--- config.mk ---
export PLATFORM = sky130hd
export DESIGN_NAME = router_input_port_flat
export DESIGN_NICKNAME = d
export VERILOG_FILES = /design/src/rtl/router_input_port_if.sv /design/src/rtl/router_input_port.sv /design/src/flat_wrapper.sv
export SDC_FILE = /design/constraint.sdc
export NUM_CORES = 1
export LEC_CHECK = 0
export BUFFER_PORTS_ARGS = -buffer_cell sky130_fd_sc_hd__buf_2
export CAP_MARGIN = 20
export CORE_MARGIN = 3
export CORE_UTILIZATION = 40
export DETAILED_ROUTE_END_ITERATION = 16
export GPL_TIMING_DRIVEN = 0
export PLACE_DENSITY = 0.64
export SLEW_MARGIN = 15
export SYNTH_ARGS = -nofsm -noshare
export SYNTH_HDL_FRONTEND = slang
export SYNTH_SLANG_ARGS = --single-unit
--- constraint.sdc ---
create_clock -name clk -period 3.8 [get_ports clk]
set_clock_uncertainty 0.2 [all_clocks]
set_input_delay 0.38 -clock clk [delete_from_list [all_inputs] [get_ports clk]]
set_output_delay 0.38 -clock clk [all_outputs]
set_load 0.01 [all_outputs]
--- src/rtl/router_input_port_if.sv ---
// router_input_port_if: link-side flit/credit and switch-side head signals of a router input
interface router_input_port_if #(parameter int AW = 2);
  logic [19:0] in;
  logic        vi;
  logic        co;
  logic [19:0] head;
  logic        head_valid;
  logic [2:0]  head_dir;
  logic        deq;
  logic [AW:0] count;
  logic        ovf;
  modport master (output in, vi, deq, input co, head, head_valid, head_dir, count, ovf);
  modport slave  (input in, vi, deq, output co, head, head_valid, head_dir, count, ovf);
endinterface

--- src/rtl/router_input_port.sv ---
// router_input_port: credit-flow input FIFO presenting the head flit with its XY route
module router_input_port #(
  parameter int DEPTH = 4,
  parameter int AW    = 2
) (
  input  logic       clk,
  input  logic       RST,
  input  logic [3:0] position,
  router_input_port_if.slave p
);
  logic [19:0] mem_q [DEPTH];
  logic [AW-1:0] wr_q, wr_d, rd_q, rd_d;
  logic [AW:0] cnt_q, cnt_d;
  logic co_q, co_d, ovf_q, ovf_d;
  logic hv, full, rd_en, wr_en;
  logic [1:0] dx, dy;
  always_comb begin
    hv    = cnt_q != '0;
    full  = cnt_q == (AW+1)'(DEPTH);
    rd_en = p.deq & hv;
    wr_en = p.vi & (~full | rd_en);
    wr_d  = wr_q + AW'(wr_en);
    rd_d  = rd_q + AW'(rd_en);
    cnt_d = cnt_q + (AW+1)'(wr_en) - (AW+1)'(rd_en);
    co_d  = rd_en;
    // a full FIFO only drops when nothing leaves in the same cycle
    ovf_d = ovf_q | (p.vi & ~wr_en);
  end
  always_ff @(posedge clk or posedge RST) begin
    if (RST) begin
      wr_q  <= '0;
      rd_q  <= '0;
      cnt_q <= '0;
      co_q  <= 1'b0;
      ovf_q <= 1'b0;
    end else begin
      wr_q  <= wr_d;
      rd_q  <= rd_d;
      cnt_q <= cnt_d;
      co_q  <= co_d;
      ovf_q <= ovf_d;
    end
  end
  always_ff @(posedge clk) if (wr_en) mem_q[wr_q] <= p.in;
  always_comb begin
    p.head       = mem_q[rd_q];
    p.head_valid = hv;
    p.co         = co_q;
    p.count      = cnt_q;
    p.ovf        = ovf_q;
    dx           = p.head[17:16];
    dy           = p.head[19:18];
    p.head_dir   = !hv ? 3'd0 : dx > position[1:0] ? 3'd1 : dx < position[1:0] ? 3'd2 :
                   dy > position[3:2] ? 3'd3 : dy < position[3:2] ? 3'd4 : 3'd5;
  end
endmodule
--- src/flat_wrapper.sv ---
// flat-port wrapper written by rule: the top's interface ports become plain ports
module router_input_port_flat 
#(
  parameter int DEPTH = 4,
  parameter int AW    = 2
)
  (clk, RST, position, p_in, p_vi, p_deq, p_co, p_head, p_head_valid, p_head_dir, p_count, p_ovf);
  router_input_port_if #(.AW(AW)) p_i ();
  input  logic clk;
  input  logic RST;
  input  logic [3:0] position;
  input wire logic [$bits(p_i.in)-1:0] p_in;
  input wire logic [$bits(p_i.vi)-1:0] p_vi;
  input wire logic [$bits(p_i.deq)-1:0] p_deq;
  output wire logic [$bits(p_i.co)-1:0] p_co;
  output wire logic [$bits(p_i.head)-1:0] p_head;
  output wire logic [$bits(p_i.head_valid)-1:0] p_head_valid;
  output wire logic [$bits(p_i.head_dir)-1:0] p_head_dir;
  output wire logic [$bits(p_i.count)-1:0] p_count;
  output wire logic [$bits(p_i.ovf)-1:0] p_ovf;
  assign p_i.in = p_in;
  assign p_i.vi = p_vi;
  assign p_i.deq = p_deq;
  assign p_co = p_i.co;
  assign p_head = p_i.head;
  assign p_head_valid = p_i.head_valid;
  assign p_head_dir = p_i.head_dir;
  assign p_count = p_i.count;
  assign p_ovf = p_i.ovf;
  router_input_port #(.DEPTH(DEPTH), .AW(AW)) u_core (.clk(clk), .RST(RST), .position(position), .p(p_i));
endmodule
==> reports/metrics.sh, run 1 <==
VIAS=1657
RRSETUPSLACK_PS=1500
WORSTSETUPENDPOINTTYPE='output port'
LAYOUT.NETS=265
ROUTE.DETAILED.VIAS_PER_INST=4.87
WORST_SLACK_PS=690
NUMBER_OF_FAILING_SETUP_ENDPOINTS_IN_THE_FINAL_TIMING_REPORT=0
START_UTIL_PCT=41.7
REQUIRED_PS=3220
RSZ0062_AT_GRT='no'
NUM_ANTENNA_CELLS=0
PIN_COUNT_OF_THE_BIGGEST_NET_ENTERING_GLOBAL_ROUTING=21
DPL_CELL_AREA_UM2=3950
PEAKVDDDROP_V=0.000370
TOTAL_POWER_PER_UNIT_CELL_AREA_nW_PER_UM2=777
CAP_VIOL_MAX_COUNT=0
SYNTH-COMPOUND-AREA-SHARE_PCT=2.03
FIN_WORST_HOLD_SLACK_PS=49.0
LAYOUT_OVERHEAD_ON_THE_SYNTHESIZED_AREA_PCT=21.5
SYNTH_CELL_TYPES=28
DRIVE_ABOVE_1_SHARE_PCT=45.1
CTS.HTREE.LEVELS=3
SYNTH_SEQ_CELLS=89
YOSYS-MUX-AREA-FRACTION_PCT=13.2
WORSTSETUPSTARTPOINT='u_core.rd_q[0]'
FINISH.INSTANCE_AREA_UM2=4200
FLOORPLAN.IO_PINS=57
FINAL-HOLD-VIOLATION-COUNT=0
SLEW_AT_THE_PIN_CLOSEST_TO_ITS_MAX_SLEW_LIMIT_PS=1070
INSTANCE_COUNT_ALONG_THE_MOST_CRITICAL_HOLD_PATH=1
CTS.REPORTEDPATHS.CLKPINSLEW_PS=90
WORSTSKEWPAIRLATENCY_PS=340
WORSTHOLDPATHTYPE='in -> reg'
DRT_WL_TOTAL_MM=5.76
GRT_PASS1_WL_MM=9.33
FF2FF_PATH_DEPTH=4
TIMING.FINAL.MAX_SLEW_VIOLATIONS=0
DRCVIOLATIONCOUNT=0
DETAILEDROUTE.FIRSTPASSITERATIONCOUNT=4
FINALPOWER_mW=3.27
CTS_TREE='built'
HORIZONTAL_DIE_DIMENSION_UM=99.0
WORSTPATHMAXFANOUT=10
TIMING.CRITICAL_PATH.FROM_TYPE='flip-flop'
HOLD_PATH_STARTPOINT='p_in[19]'
FIRST_GLOBAL_VIAS=1830
SYN_NETS=191
DIE_Y_UM=99.0
TOTAL_ROUTING_USAGE_REPORTED_BY_GLOBAL_ROUTING_PCT=12.7
CRITPATHARRIVALTIME_PS=2530
SYNTH_FA_HA_AREA_SHARE_PCT=2.75
ACHIEVABLE-FREQUENCY_GHz=0.322
POST-ROUTE-MIN-PERIOD_PS=3110
SYNTH_TOP_FAMILY_BY_AREA='multiplexers'
NETLIST_AREA_UM2=3460
DRT_ITER0_MARKERS=64
DP_WORST_SETUP_SLACK_PS=1050
LAYOUT_WORST_PATH_CYCLE_SHARE_PCT=81.8
HPWLAFTERDP_MM=4.14
ROOT_BUFFER='clkbuf_8'
ANTENNA_FOUND_INITIAL=0
CORE_UM2=8300
SYNTH_CELLS=156
AVGSYNTHCELLAREA_UM2=22.2
SYNTH.YOSYS.SEQ_AREA_SHARE_PCT=76.0
POSTCTSSETUPBUFFERS=0
DETAIL_ROUTE.WL_PER_CELL_UM=16.9
WORST_SLEW_MARGIN_REL_PCT=29.0
SYNTH-XOR-AREA-SHARE_PCT=1.27
WORSTREG2REGSTART='u_core.p.count[2]'
CTS_MAX_PATH_BUFFERS=2
TRITONCTS.NUM_BUFFERS=9
DIE-AREA_UM2=9800
WORST-SETUP-PATH-TYPE='reg -> out'
GLOBALROUTE.TOTALOVERFLOW=0
OUTCOME='completed'
SYNTH_WARNINGS=0
FINALWEIGHTEDCONGESTION=0.745
POWER.LEAKAGE_nW=1.56
NUM_ROWS=33
TRITONCTS_NUM_SINKS=89
ROUTE.ANTENNA.REMAINING_NETS=0
POST_SYNTH_AND_OR_NAND_NOR_AREA_FRACTION_PCT=2.82
BUFFER_PORTS.INSERTED=56
[synth_stat cells, drive strengths merged]
cell	count	share of area [%]
a21boi	1	0.22
a21o	2	0.43
and2	1	0.18
and3	1	0.18
buf	4	0.94
dfrtp	9	6.5
edfxtp	80	69
fa	1	0.58
ha	6	2.2
inv	9	0.98
mux4	20	13
nand2	4	0.43
nand2b	1	0.40
nor2b	1	0.18
nor3	1	0.14
nor3b	2	0.43
nor4b	1	0.69
o2111a	1	0.33
o211ai	1	0.22
o21ai	2	0.29
o311a	1	0.29
o31a	1	0.25
or3	1	0.18
xnor2	3	0.76
xor2	2	0.51
[per-layer routing]
layer	vias up	part of all wire [%]	GRT usage, %	wire [um]
li1	780	-	-	-
met1	834	41	15.3	2360
met2	37	53	21.6	3080
met3	6	4.3	2.69	246
met4	0	1.4	6.30	79
met5	-	0	0	0
[cells by family (layout without fill, tap and decap cells)]
logic type               Yosys count  count (layout)
AND/OR/NAND/NOR                   13              13
adder cells (fa/ha/maj)            7               7
AO/OA/AOI/OAI                      9               9
multiplexers                      20              20
flip-flops                        89              89
XOR/XNOR                           5               5
buffers and inverters             13              92
[final timing paths]
kind,to
worst max-delay path,p_head_dir[0]
worst max register to register,u_core.mem_q[3][16]
max in group asynchronous,u_core.p.count[0]
worst min register to register,u_core.p.ovf
min in group asynchronous,u_core.p.ovf
worst min-delay path,u_core.mem_q[1][19]
[sequential cells by signal, indices dropped and copies added (netlist names)]
signal          cells
u_core.p.count      3
u_core.p.ovf        1
u_core.mem_q       80
u_core.rd_q         2
u_core.wr_q         2
u_core.p.co         1
[area by class of cell]
class	count	area [um2]
Buffer	4	32.5
Clock buffer	9	124
Clock inverter	7	118
Fill cell	689	4100
Inverter	9	33.8
Multi-Input combinational cell	54	779
Sequential cell	89	2630
Tap cell	105	131
Timing Repair Buffer	63	354
[layout by cell type (no fill, tap or decap), types with 2 or more instances in the layout]
| master | instances |
|---|---|
| dfrtp_1 | 9 |
| bufinv_16 | 3 |
| buf_2 | 58 |
| buf_6 | 7 |
| nand2_1 | 4 |
| xnor2_1 | 3 |
| ha_1 | 6 |
| xor2_1 | 2 |
| inv_1 | 8 |
| clkinv_2 | 2 |
| a21o_1 | 2 |
| mux4_1 | 2 |
| o21ai_0 | 2 |
| edfxtp_1 | 80 |
| clkbuf_8 | 9 |
| mux4_2 | 18 |
| nor3b_2 | 2 |
[worst max-delay path, cell delays in order, from the launching register on]
cell and delay (ps):
dfrtp_1 470, buf_6 220, mux4_2 550, ha_1 320, nor2b_1 150, o311a_1 330, buf_2 140
[power breakdown]
| group | switching, mW | internal (mW) | total [mW] |
|---|---|---|---|
| logic | 0.573 | 0.546 | 1.12 |
| registers | 0.0923 | 1.30 | 1.39 |
| clock network | 0.315 | 0.438 | 0.752 |
| total | 0.980 | 2.28 | 3.26 |
[through the flow]
stage / utilization [%] / cells / TNS [ps]
after CTS: 50.6 / 340 / 0
after global placement: 46.6 / 317 / -7350
after detailed placement: 47.6 / 323 / 0
final: 50.6 / 340 / 0
after floorplan: - / 156 / 0
after global routing: 50.6 / 340 / 0
[what timing repair did]
action | CTS | global route
endpoints found under the hold margin | 9 | 0
gates resized for setup | 0 | 0
hold buffers | 1 | 0
Power figures use the tool's default switching activity.
==> run 2: changes to the inputs <==
--- a/config.mk
+++ b/config.mk
@@ -11,7 +11,7 @@
 export CORE_UTILIZATION = 40
 export DETAILED_ROUTE_END_ITERATION = 16
 export GPL_TIMING_DRIVEN = 0
-export PLACE_DENSITY = 0.64
+export PLACE_DENSITY = 0.66
 export SLEW_MARGIN = 15
 export SYNTH_ARGS = -nofsm -noshare
 export SYNTH_HDL_FRONTEND = slang
==> constraint.sdc (replaced) <==
create_clock -name clk -period 2.5 [get_ports clk]
set_clock_uncertainty 0.2 [all_clocks]
set_input_delay 0.25 -clock clk [delete_from_list [all_inputs] [get_ports clk]]
set_output_delay 0.25 -clock clk [all_outputs]
set_load 0.01 [all_outputs]
==> reports/metrics.sh, run 2 (synthesis results as in run 1) <==
OUTCOME='complete, but fails checks'
FAILING_CHECKS='negative setup slack'
DIE-AREA_UM2=9800  # unchanged
WORSTSKEWPAIRLATENCY_PS=350  # about the same
WORST_SLACK_PS=-237  # -927 ps
SHARE_COMB_OF_TOTAL_POWER_PCT=39.3  # +5.0 points
PIN_COUNT_OF_THE_BIGGEST_NET_ENTERING_GLOBAL_ROUTING=21  # unchanged
ROUTE.ANTENNA.REMAINING_NETS=0  # unchanged
NUMBER_OF_FAILING_SETUP_ENDPOINTS_IN_THE_FINAL_TIMING_REPORT=3  # +3
REQUIRED_PS=2050  # -1170 ps
FIRST_GLOBAL_VIAS=1906  # +4.2%
DRIVE_ABOVE_1_SHARE_PCT=43.4  # -1.7 points
TIMING.FINAL.MAX_SLEW_VIOLATIONS=0  # unchanged
FINAL_COMMON_CELL='edfxtp_1'
SLEW_AT_THE_PIN_CLOSEST_TO_ITS_MAX_SLEW_LIMIT_PS=1030  # -32.5 ps
DRT_WL_TOTAL_MM=6.42  # +11%
GLOBALROUTE.TOTALOVERFLOW=0  # unchanged
FINALWEIGHTEDCONGESTION=0.781  # +4.8%
WORSTHOLDPATHTYPE='in -> reg'
RRSETUPSLACK_PS=170  # -1330 ps
INTPOWER_mW=3.35  # +47%
POST-ROUTE-UTIL_PCT=53.8  # +3.2 points
DETAILEDROUTE.FIRSTPASSITERATIONCOUNT=4  # unchanged
START_UTIL_PCT=41.7  # unchanged
DRT_ITER0_MARKERS=66  # +3.1%
CTS_TREE='built'
CTS.HTREE.LEVELS=3  # unchanged
DIE_Y_UM=99.0  # unchanged
DRCVIOLATIONCOUNT=0  # unchanged
RSZ0062_AT_GRT='yes'
FF2FF_PATH_DEPTH=4  # unchanged
SWSHARE_PCT=32.1  # +2.1 points
INSTANCE_COUNT_ALONG_THE_MOST_CRITICAL_HOLD_PATH=2  # +1
BUFFER_PORTS.INSERTED=56  # unchanged
CTS.REPORTEDPATHS.CLKPINSLEW_PS=80  # about the same
ROUTE.DETAILED.VIAS_PER_INST=5.00  # +2.7%
FLOORPLAN.IO_PINS=57  # unchanged
TRITONCTS_NUM_SINKS=89  # unchanged
NUM_ROWS=33  # unchanged
FINAL-HOLD-VIOLATION-COUNT=0  # unchanged
POST-ROUTE-MIN-PERIOD_PS=2740
LARGEST_REGISTER='u_core.mem_q'
WORSTSETUPENDPOINTTYPE='output port'
CRITPATHARRIVALTIME_PS=2290  # -240 ps
TOTALNEGATIVESETUPSLACK_PS=-669  # -669 ps
NUM_ANTENNA_CELLS=0  # unchanged
DETAIL_ROUTE.WL_PER_CELL_UM=17.7  # +4.3%
CORE_UM2=8300  # unchanged
CAP_VIOL_MAX_COUNT=0  # unchanged
GRT_PASS1_WL_MM=10.1  # +8.8%
ROOT_BUFFER='clkbuf_8'
HPWLAFTERDP_MM=4.19  # +1.3%
TOTAL_ROUTING_USAGE_REPORTED_BY_GLOBAL_ROUTING_PCT=13.9  # +1.2 points
HOLD_PATH_STARTPOINT='p_deq'
HOLD_END='u_core.p.co'
CLOCK_POWER_SHARE_PCT=17.3  # -5.7 points
DP_WORST_SETUP_SLACK_PS=-148  # -1200 ps
TIMING.CRITICAL_PATH.FROM_TYPE='flip-flop'
LARGEST_REG_FLOPS=80  # unchanged
POST_LAYOUT_NONFILLER_INSTANCES=363  # +6.8%
HORIZONTAL_DIE_DIMENSION_UM=99.0  # unchanged
PEAKVDDDROP_V=0.000501  # +35%
VIAS=1816  # +9.6%
ACHIEVABLE-FREQUENCY_GHz=0.365
MOST-COMMON-LAYOUT-CELLS='80 x edfxtp_1, 56 x buf_2, 22 x dlygate4sd3_1, 19 x mux4_2, 9 x clkbuf_8'
WORSTREG2REGSTART='u_core.p.count[2]'
LAYOUT_OVERHEAD_ON_THE_SYNTHESIZED_AREA_PCT=29.2
RR_ENDPOINT='u_core.mem_q[3][13]'
WORST_SLEW_MARGIN_REL_PCT=31.1  # +2.2 points
LAYOUT_WORST_PATH_CYCLE_SHARE_PCT=109
POWER.LEAKAGE_nW=1.64  # +5.1%
WORST-SETUP-PATH-TYPE='reg -> out'
TRITONCTS.NUM_BUFFERS=9  # unchanged
LAYOUT.NETS=288  # +8.7%
SEQ_POWER_SHARE_PCT=43.4  # +0.7 points
PLACE_INST=320  # -0.93%
CTS_MAX_PATH_BUFFERS=2  # unchanged
TOTAL_POWER_PER_UNIT_CELL_AREA_nW_PER_UM2=1110  # +42%
P_SWITCHING_mW=1.59  # +62%
WORSTPATHMAXFANOUT=4  # -6
ANTENNA_FOUND_INITIAL=0  # unchanged
run 2: changes by cell type in the layout (fill, tap and decap cells not counted), sizes merged:
| cell | delta |
|---|---|
| buf | +2 |
| clkinvlp | +4 |
| clkbuf | +1 |
| bufinv | -3 |
| clkinv | -2 |
| dlygate4sd3 | +21 |
run 2: final cells by class:
type                            count  area, um2
Timing Repair Buffer               86        621
Buffer                              4       55.1
Sequential cell                    89       2630
Tap cell                          105        131
Clock inverter                      6       43.8
Inverter                            9       33.8
Clock buffer                       10        128
Multi-Input combinational cell     54        827
Fill cell                         661       3830
run 2: power by group through the flow:
stage,clock network (mW),registers (mW),logic (mW)
floorplan,0,2.14,1.11
global route,0.946,2.18,2.14
global placement,0,2.15,1.66
detailed placement,0,2.17,1.79
finish,0.853,2.14,1.94
CTS,0.878,2.15,1.97
run 2: worst max path at each step:
stage,end,cells past startpoint,startpoint
after global placement,u_core.mem_q[2][9],3,u_core.p.count[2]
after floorplan,p_head_dir[1],6,u_core.rd_q[0]
after CTS,p_head_dir[1],7,u_core.rd_q[0]
final,p_head_dir[1],7,u_core.rd_q[0]
after detailed placement,p_head_dir[2],7,u_core.rd_q[0]
after global routing,p_head_dir[1],7,u_core.rd_q[0]
run 2: stage by stage:
| step | total power [mW] | hold slack (ps) | cell area (um2) |
|---|---|---|---|
| after floorplan | 3.25 | -122 | 3470 |
| after global placement | 3.80 | 27.5 | 3880 |
| after detailed placement | 3.97 | 24.7 | 3990 |
| after CTS | 4.99 | 24.1 | 4460 |
| after global routing | 5.26 | 22.8 | 4470 |
| final | 4.94 | 31.8 | 4470 |
run 2: critical path, stage by stage, from the launching register on:
cell and delay, ps:
dfrtp_2 450, buf_12 120, mux4_2 550, ha_4 300
nor2b_4 140, o211ai_1 90, a21boi_1 140, buf_2 150
run 2: layer usage:
| layer | wire [um] | vias up | track usage (%) |
|---|---|---|---|
| li1 | - | 826 | - |
| met1 | 2770 | 935 | 17.6 |
| met2 | 3270 | 45 | 22.9 |
| met3 | 248 | 10 | 3.11 |
| met4 | 128 | 0 | 6.62 |
| met5 | 0 | - | 0 |
run 2: what timing repair did:
action	4_1_cts	5_1_grt
pin swaps	4	2
buffers inserted	4	1
hold endpoints to repair	90	0
gates resized for setup	14	0
endpoints found under the setup margin	3	3
hold buffers	22	0
